--- src/rtl/traffic_phase_controller.sv ---
// rtl/traffic_phase_controller.sv - tick-driven intersection phase sequencer with binary/BCD countdown and night flashing mode
module traffic_phase_controller #(
  parameter int GREEN_SEC   = 25,
  parameter int YELLOW_SEC  = 3,
  parameter int ALL_RED_SEC = 2,
  parameter int SEC_BITS    = 7
) (
  input  logic                clk,
  input  logic                rst,
  input  logic                tick,
  input  logic                run,
  input  logic                night_mode,
  output logic [2:0]          ns_light,
  output logic [2:0]          ew_light,
  output logic [SEC_BITS-1:0] sec_left,
  output logic [3:0]          sec_tens,
  output logic [3:0]          sec_ones,
  output logic [2:0]          phase,
  output logic                phase_change
);

  localparam logic [2:0] ALL_RED_A = 3'd0;
  localparam logic [2:0] NS_GREEN  = 3'd1;
  localparam logic [2:0] NS_YELLOW = 3'd2;
  localparam logic [2:0] ALL_RED_B = 3'd3;
  localparam logic [2:0] EW_GREEN  = 3'd4;
  localparam logic [2:0] EW_YELLOW = 3'd5;
  localparam logic [2:0] NIGHT     = 3'd6;

  localparam logic [2:0] LAMP_RED    = 3'b100;
  localparam logic [2:0] LAMP_YELLOW = 3'b010;
  localparam logic [2:0] LAMP_GREEN  = 3'b001;
  localparam logic [2:0] LAMP_OFF    = 3'b000;

  // Binary and BCD load values, fixed at elaboration.
  localparam logic [SEC_BITS-1:0] GREEN_LD   = SEC_BITS'(GREEN_SEC);
  localparam logic [SEC_BITS-1:0] YELLOW_LD  = SEC_BITS'(YELLOW_SEC);
  localparam logic [SEC_BITS-1:0] ALL_RED_LD = SEC_BITS'(ALL_RED_SEC);
  localparam logic [3:0] GREEN_T   = 4'(GREEN_SEC / 10);
  localparam logic [3:0] GREEN_O   = 4'(GREEN_SEC % 10);
  localparam logic [3:0] YELLOW_T  = 4'(YELLOW_SEC / 10);
  localparam logic [3:0] YELLOW_O  = 4'(YELLOW_SEC % 10);
  localparam logic [3:0] ALL_RED_T = 4'(ALL_RED_SEC / 10);
  localparam logic [3:0] ALL_RED_O = 4'(ALL_RED_SEC % 10);

  localparam bit PARAMS_OK = (GREEN_SEC >= 1) && (GREEN_SEC <= 99) &&
                             (YELLOW_SEC >= 1) && (YELLOW_SEC <= 99) &&
                             (ALL_RED_SEC >= 1) && (ALL_RED_SEC <= 99) &&
                             (SEC_BITS >= 7) && (SEC_BITS <= 31);

  // Refuse to elaborate with durations outside 1..99 or a counter too narrow for 99.
  if (!PARAMS_OK) begin : g_param_check
    $error("traffic_phase_controller: durations must be 1..99 and SEC_BITS must hold 99");
  end

  logic                flash;
  logic [2:0]          phase_n;
  logic [SEC_BITS-1:0] sec_n;
  logic [3:0]          tens_n;
  logic [3:0]          ones_n;
  logic                flash_n;
  logic                change_n;
  logic                load;
  logic [2:0]          ns_n;
  logic [2:0]          ew_n;

  // Successor in the normal daytime rotation.
  function automatic logic [2:0] next_phase(input logic [2:0] p);
    case (p)
      ALL_RED_A: next_phase = NS_GREEN;
      NS_GREEN:  next_phase = NS_YELLOW;
      NS_YELLOW: next_phase = ALL_RED_B;
      ALL_RED_B: next_phase = EW_GREEN;
      EW_GREEN:  next_phase = EW_YELLOW;
      default:   next_phase = ALL_RED_A;
    endcase
  endfunction

  // Next-state, countdown and lamp decode; lamps follow the state being entered.
  always_comb begin
    phase_n  = phase;
    sec_n    = sec_left;
    tens_n   = sec_tens;
    ones_n   = sec_ones;
    flash_n  = flash;
    change_n = 1'b0;
    load     = 1'b0;
    ns_n     = LAMP_RED;
    ew_n     = LAMP_RED;

    if (phase == 3'd7) begin
      // Unreachable encoding: recover without waiting for a tick.
      phase_n  = ALL_RED_A;
      flash_n  = 1'b0;
      load     = 1'b1;
      change_n = 1'b1;
    end else if (run && tick) begin
      if (phase == NIGHT) begin
        if (night_mode) begin
          flash_n = ~flash;
        end else begin
          phase_n  = ALL_RED_A;
          flash_n  = 1'b0;
          load     = 1'b1;
          change_n = 1'b1;
        end
      end else if (night_mode) begin
        // Night request preempts the countdown, even on the last second.
        phase_n  = NIGHT;
        sec_n    = '0;
        tens_n   = 4'd0;
        ones_n   = 4'd0;
        flash_n  = 1'b1;
        change_n = 1'b1;
      end else if (sec_left == SEC_BITS'(1)) begin
        phase_n  = next_phase(phase);
        load     = 1'b1;
        change_n = 1'b1;
      end else begin
        sec_n = sec_left - SEC_BITS'(1);
        if (sec_ones == 4'd0) begin
          ones_n = 4'd9;
          tens_n = sec_tens - 4'd1;
        end else begin
          ones_n = sec_ones - 4'd1;
        end
      end
    end

    if (load) begin
      case (phase_n)
        NS_GREEN, EW_GREEN: begin
          sec_n  = GREEN_LD;
          tens_n = GREEN_T;
          ones_n = GREEN_O;
        end
        NS_YELLOW, EW_YELLOW: begin
          sec_n  = YELLOW_LD;
          tens_n = YELLOW_T;
          ones_n = YELLOW_O;
        end
        default: begin
          sec_n  = ALL_RED_LD;
          tens_n = ALL_RED_T;
          ones_n = ALL_RED_O;
        end
      endcase
    end

    case (phase_n)
      NS_GREEN:  ns_n = LAMP_GREEN;
      NS_YELLOW: ns_n = LAMP_YELLOW;
      EW_GREEN:  ew_n = LAMP_GREEN;
      EW_YELLOW: ew_n = LAMP_YELLOW;
      NIGHT: begin
        ns_n = flash_n ? LAMP_YELLOW : LAMP_OFF;
        ew_n = flash_n ? LAMP_YELLOW : LAMP_OFF;
      end
      default: begin
        ns_n = LAMP_RED;
        ew_n = LAMP_RED;
      end
    endcase
  end

  // State, counters and lamp registers; reset parks the junction in all-red.
  always_ff @(posedge clk or posedge rst) begin
    if (rst) begin
      phase        <= ALL_RED_A;
      sec_left     <= ALL_RED_LD;
      sec_tens     <= ALL_RED_T;
      sec_ones     <= ALL_RED_O;
      flash        <= 1'b0;
      phase_change <= 1'b0;
      ns_light     <= LAMP_RED;
      ew_light     <= LAMP_RED;
    end else begin
      phase        <= phase_n;
      sec_left     <= sec_n;
      sec_tens     <= tens_n;
      sec_ones     <= ones_n;
      flash        <= flash_n;
      phase_change <= change_n;
      ns_light     <= ns_n;
      ew_light     <= ew_n;
    end
  end

endmodule
--- config.mk ---
export PLATFORM = sky130hd
export DESIGN_NAME = traffic_phase_controller
export DESIGN_NICKNAME = d
export VERILOG_FILES = /design/src/rtl/traffic_phase_controller.sv
export SDC_FILE = /design/constraint.sdc
export NUM_CORES = 1
export LEC_CHECK = 0
export ABC_AREA = 1
export CORE_ASPECT_RATIO = 2
export CORE_UTILIZATION = 35
export CTS_CLUSTER_DIAMETER = 200
export DETAILED_ROUTE_END_ITERATION = 6
export DONT_BUFFER_PORTS = 1
export PLACE_DENSITY = 0.6
export SLEW_MARGIN = 20
export SYNTH_ARGS = -nofsm -noshare
export SYNTH_HDL_FRONTEND = slang
export SYNTH_SLANG_ARGS = --single-unit
export TNS_END_PERCENT = 10
--- constraint.sdc ---
create_clock -name clk -period 1.5 [get_ports clk]
set_input_delay 0.15 -clock clk [delete_from_list [all_inputs] [get_ports clk]]
set_output_delay 0.15 -clock clk [all_outputs]
set_load 0.01 [all_outputs]
==> run summary <==
The type of the tightest min-delay check is input pin to flip-flop. The pre-antenna-repair detailed-routing pass consisted of 4 iterations. Yosys mapped the design onto 34 distinct sky130hd cell types. The detailed-route wire length per cell came out at 13.4 µm.

TritonCTS built the clock tree. The async set-or-reset flop fraction in the synthesized netlist was 1.00. The number of enable flip-flop cells after synthesis is 0. The first global-routing pass estimated 6710 µm of wire. The top cell types in the final layout, fill and taps aside, are buf_4 (48), nand2_1 (30), inv_1 (26). Compared with the post-synthesis result, the final layout area differs by 39.7%. The core region is 4380 µm².

The run finished, with violations left. The largest net degree at the start of global routing is 27. The critical path goes through inv_2, ha_4, inv_2, nor2_4, nand3_2, nand2_2, nand3_4, a21oi_4, nand3_2, nand2_1, nand2_1, nand3_2, nand2_2, inv_2.

Yosys printed 0 warnings. When the netlist entered floorplanning its net count stood at 211. The run gives 0 as the final number of hold-violating endpoints. Flip-flop cell with the highest count after synthesis: dfrtp_1. The path depth of the worst reg2reg path works out to 14.

The logs give 0.166 for the global-route track usage on met1 and 942 µm² for the multi-input logic area. The final critical-path share of the clock period is 1.23, and the synthesized instance count is 201. The post-synthesis share of cell area spent on xor and xnor gates is 0.0108, and the met3 global-route usage is 0.0187.

STA classifies the critical path endpoint as a flip-flop. Summed over all nets, the half-perimeter wirelength after detailed placement is 3170 µm. The portion of netlist area occupied by mux cells was 0.

Once placement finished, the instance area stood at 2000 µm². Data on the critical path arrives at its endpoint at 2070 ps. The critical-path maximum fanout is 3, and the register bit count reported by yosys is 26. Max-cap violations in this run came to 0. The worst setup path is launched from a flip-flop.

The starting utilization of the core area is 0.369. The filler cells instantiated in the layout total 401. The pre-CTS setup slack came out at -280 ps. The sequential-to-total area share from yosys stat is 0.406, and the number of rows created at floorplan is 34.

The smallest clock period supported by the final layout is computed as 1840 ps. The total of endpoints with negative setup slack in the final report was 23. The checks that failed: setup timing. The power density normalized to cell area is 1980 nW/µm². The run gives 657 µm² as the sequential cell area in the final layout. The highest-delay cell along the critical path was dfstp_2. The later pin in the worst-skew pair is clocked with a latency of 280 ps. For this design the static power due to leakage is 1.14 nW. X dimension of the die: 50.0 µm. The congestion estimate from routability-driven global placement came to 0.780. Area of all placed cells without fillers: 2260 µm². Buffers inserted during clock tree synthesis total 3. Clock-pin slew was measured on the worst setup and hold paths at 90 ps. The most common cell after layout, fill and taps aside is buf_4.

Averaged over all synthesized cells, the footprint is 8.04 µm². The worst hold path was traced through 4 stages. The final layout contains routed wiring with a total length of 4120 µm. The number of ports placed on the die boundary was 30; the net count of the finished layout was 264. The via count of the first global-routing pass was 1,541; the maximum single-stage delay on the critical path was 380 ps.

The number of buffer cells added on primary ports is 0, and the met2 track demand over resource in global routing is 0.354. The transition at the pin with the smallest max-transition slack came out at 345 ps. The worst clock skew on the final layout was 3.40 ps; the total grt overflow was 0. Setup total negative slack on the finished layout was measured at -5250 ps. 0 antenna diodes ended up in the layout. The share of synthesized cell area in and, or, nand and nor gates is 0.335. The die covers 4910 µm².

After detailed routing, the number of vias per cell comes to 4.86. The synthesized-area fraction occupied by ao, oa, aoi and oai cells was 0.119; the via count was 1,492. The logs give 0.179 for the combined global-route utilization of all metal layers and 0 for the number of antenna violations at the first check in global routing.

The run gives 0.770 as the worst relative slew slack. In this run the vertical extent of the chip is 98.1 µm. For the worst setup path, the data required time is 1720 ps. The tools report the detailed-route DRC error count as 0. Counting along the longest clock path gives a buffer depth of 2. The tree is rooted in a clkbuf_8. The logs give 1620 µm² for the cell area after synthesis and -343 ps for the final critical-path setup slack. The worst-case IR drop observed on VDD is 1.34 mV. The most crowded layer after global routing was met2. The post-synthesis adder-cell area fraction works out to 0.0387.

The fraction of layout cells with a size suffix above 1 is 0.462. The maximum level of the CTS H-tree came out at 1. The timing-limited maximum frequency came out at 0.543 GHz. For the count of nets left with antenna violations after detail routing, the log shows 0. The dominant combinational cell family by area after synthesis was simple AND/OR/NAND/NOR gates. Setup repair after global routing could not meet its margin everywhere.

For this block, the initial DRC count from the detailed router was 36. The worst setup path category is flip-flop to flip-flop. The logs give 26 for the clock net sink count and 0 for the number of max-slew violations in the final report.
==> layout make-up <==
class                           instances  share of cell area
Multi-Input combinational cell        136               0.418
Sequential cell                        26               0.291
Timing Repair Buffer                   49               0.164
Inverter                               38              0.0654
Tap cell                               54              0.0300
Clock buffer                            3              0.0183
Clock inverter                          1              0.0133
==> flip-flops by register name (all words and copies together) (netlist names) <==
| register | cells |
|---|---|
| sec_left | 7 |
| sec_ones | 4 |
| sec_tens | 4 |
| ew_light | 3 |
| ns_light | 3 |
| phase | 3 |
| flash | 1 |
| phase_change | 1 |
==> critical path: cells and delay by family, from the launching register on <==
family	cells	cell delay, ps
AND/OR/NAND/NOR	9	890
flip-flops	1	380
AO/OA/AOI/OAI	1	230
buffers and inverters	3	150
adder cells (fa/ha/maj)	1	140
==> per-layer routing <==
metal,part of all wire,vias to the layer above
met5,0,-
met4,0.026,0
met3,0.025,9
met2,0.61,29
met1,0.34,708
li1,-,746
==> final timing paths <==
kind | start | end | slack (ps)
setup reg to reg | sec_left[1] | sec_left[0] | -340
setup / recovery | sec_left[1] | sec_left[0] | -340
max in group asynchronous | rst | ns_light[2] | 840
hold / removal | night_mode | ew_light[2] | 200
min in group asynchronous | rst | sec_tens[3] | 360
hold reg to reg | sec_ones[1] | sec_ones[1] | 630
==> cell families (layout without fill, tap and decap cells) <==
group | count (synthesis) | after routing
AO/OA/AOI/OAI | 31 | 31
XOR/XNOR | 2 | 2
adder cells (fa/ha/maj) | 5 | 5
buffers and inverters | 39 | 91
flip-flops | 26 | 26
AND/OR/NAND/NOR | 98 | 98
==> metrics by stage <==
step | cells | util | hold WS, ps | total power [mW]
after detailed placement | 295 | 0.457 | 124 | 3.60
after CTS | 302 | 0.487 | 197 | 4.29
final | 307 | 0.515 | 195 | 4.46
after floorplan | 201 | - | 187 | 2.70
after global placement | 295 | 0.457 | 120 | 3.55
after global routing | 307 | 0.515 | 208 | 4.81
==> synth_stat cells (2+ instances only) <==
cell type,count,share of area
a21oi_1,12,0.037
dfrtp_1,22,0.34
dfstp_2,4,0.065
ha_1,5,0.039
inv_1,31,0.072
inv_2,7,0.016
nand2_1,38,0.088
nand2_2,6,0.023
nand2_4,5,0.035
nand3_1,13,0.040
nand3_2,3,0.019
nand3_4,2,0.022
nor2_1,16,0.037
nor2_2,4,0.015
nor2_4,2,0.014
nor3_1,4,0.012
o21ai_0,9,0.028
o21ai_1,2,0.0062
==> what timing repair did <==
item / 4_1_cts / 5_1_grt
pin swaps: 3 / 10
buffers inserted: 2 / 5
hold endpoints to repair: 22 / 0
hold buffers: 1 / 0
resized for setup: 12 / 21
setup endpoints to repair: 21 / 24
==> power breakdown <==
part | total [mW] | switching, mW | internal (mW)
combinational | 2.53 | 1.41 | 1.11
sequential | 1.34 | 0.309 | 1.03
clock | 0.594 | 0.236 | 0.358
total | 4.46 | 1.96 | 2.50
Power figures use the tool's default switching activity.
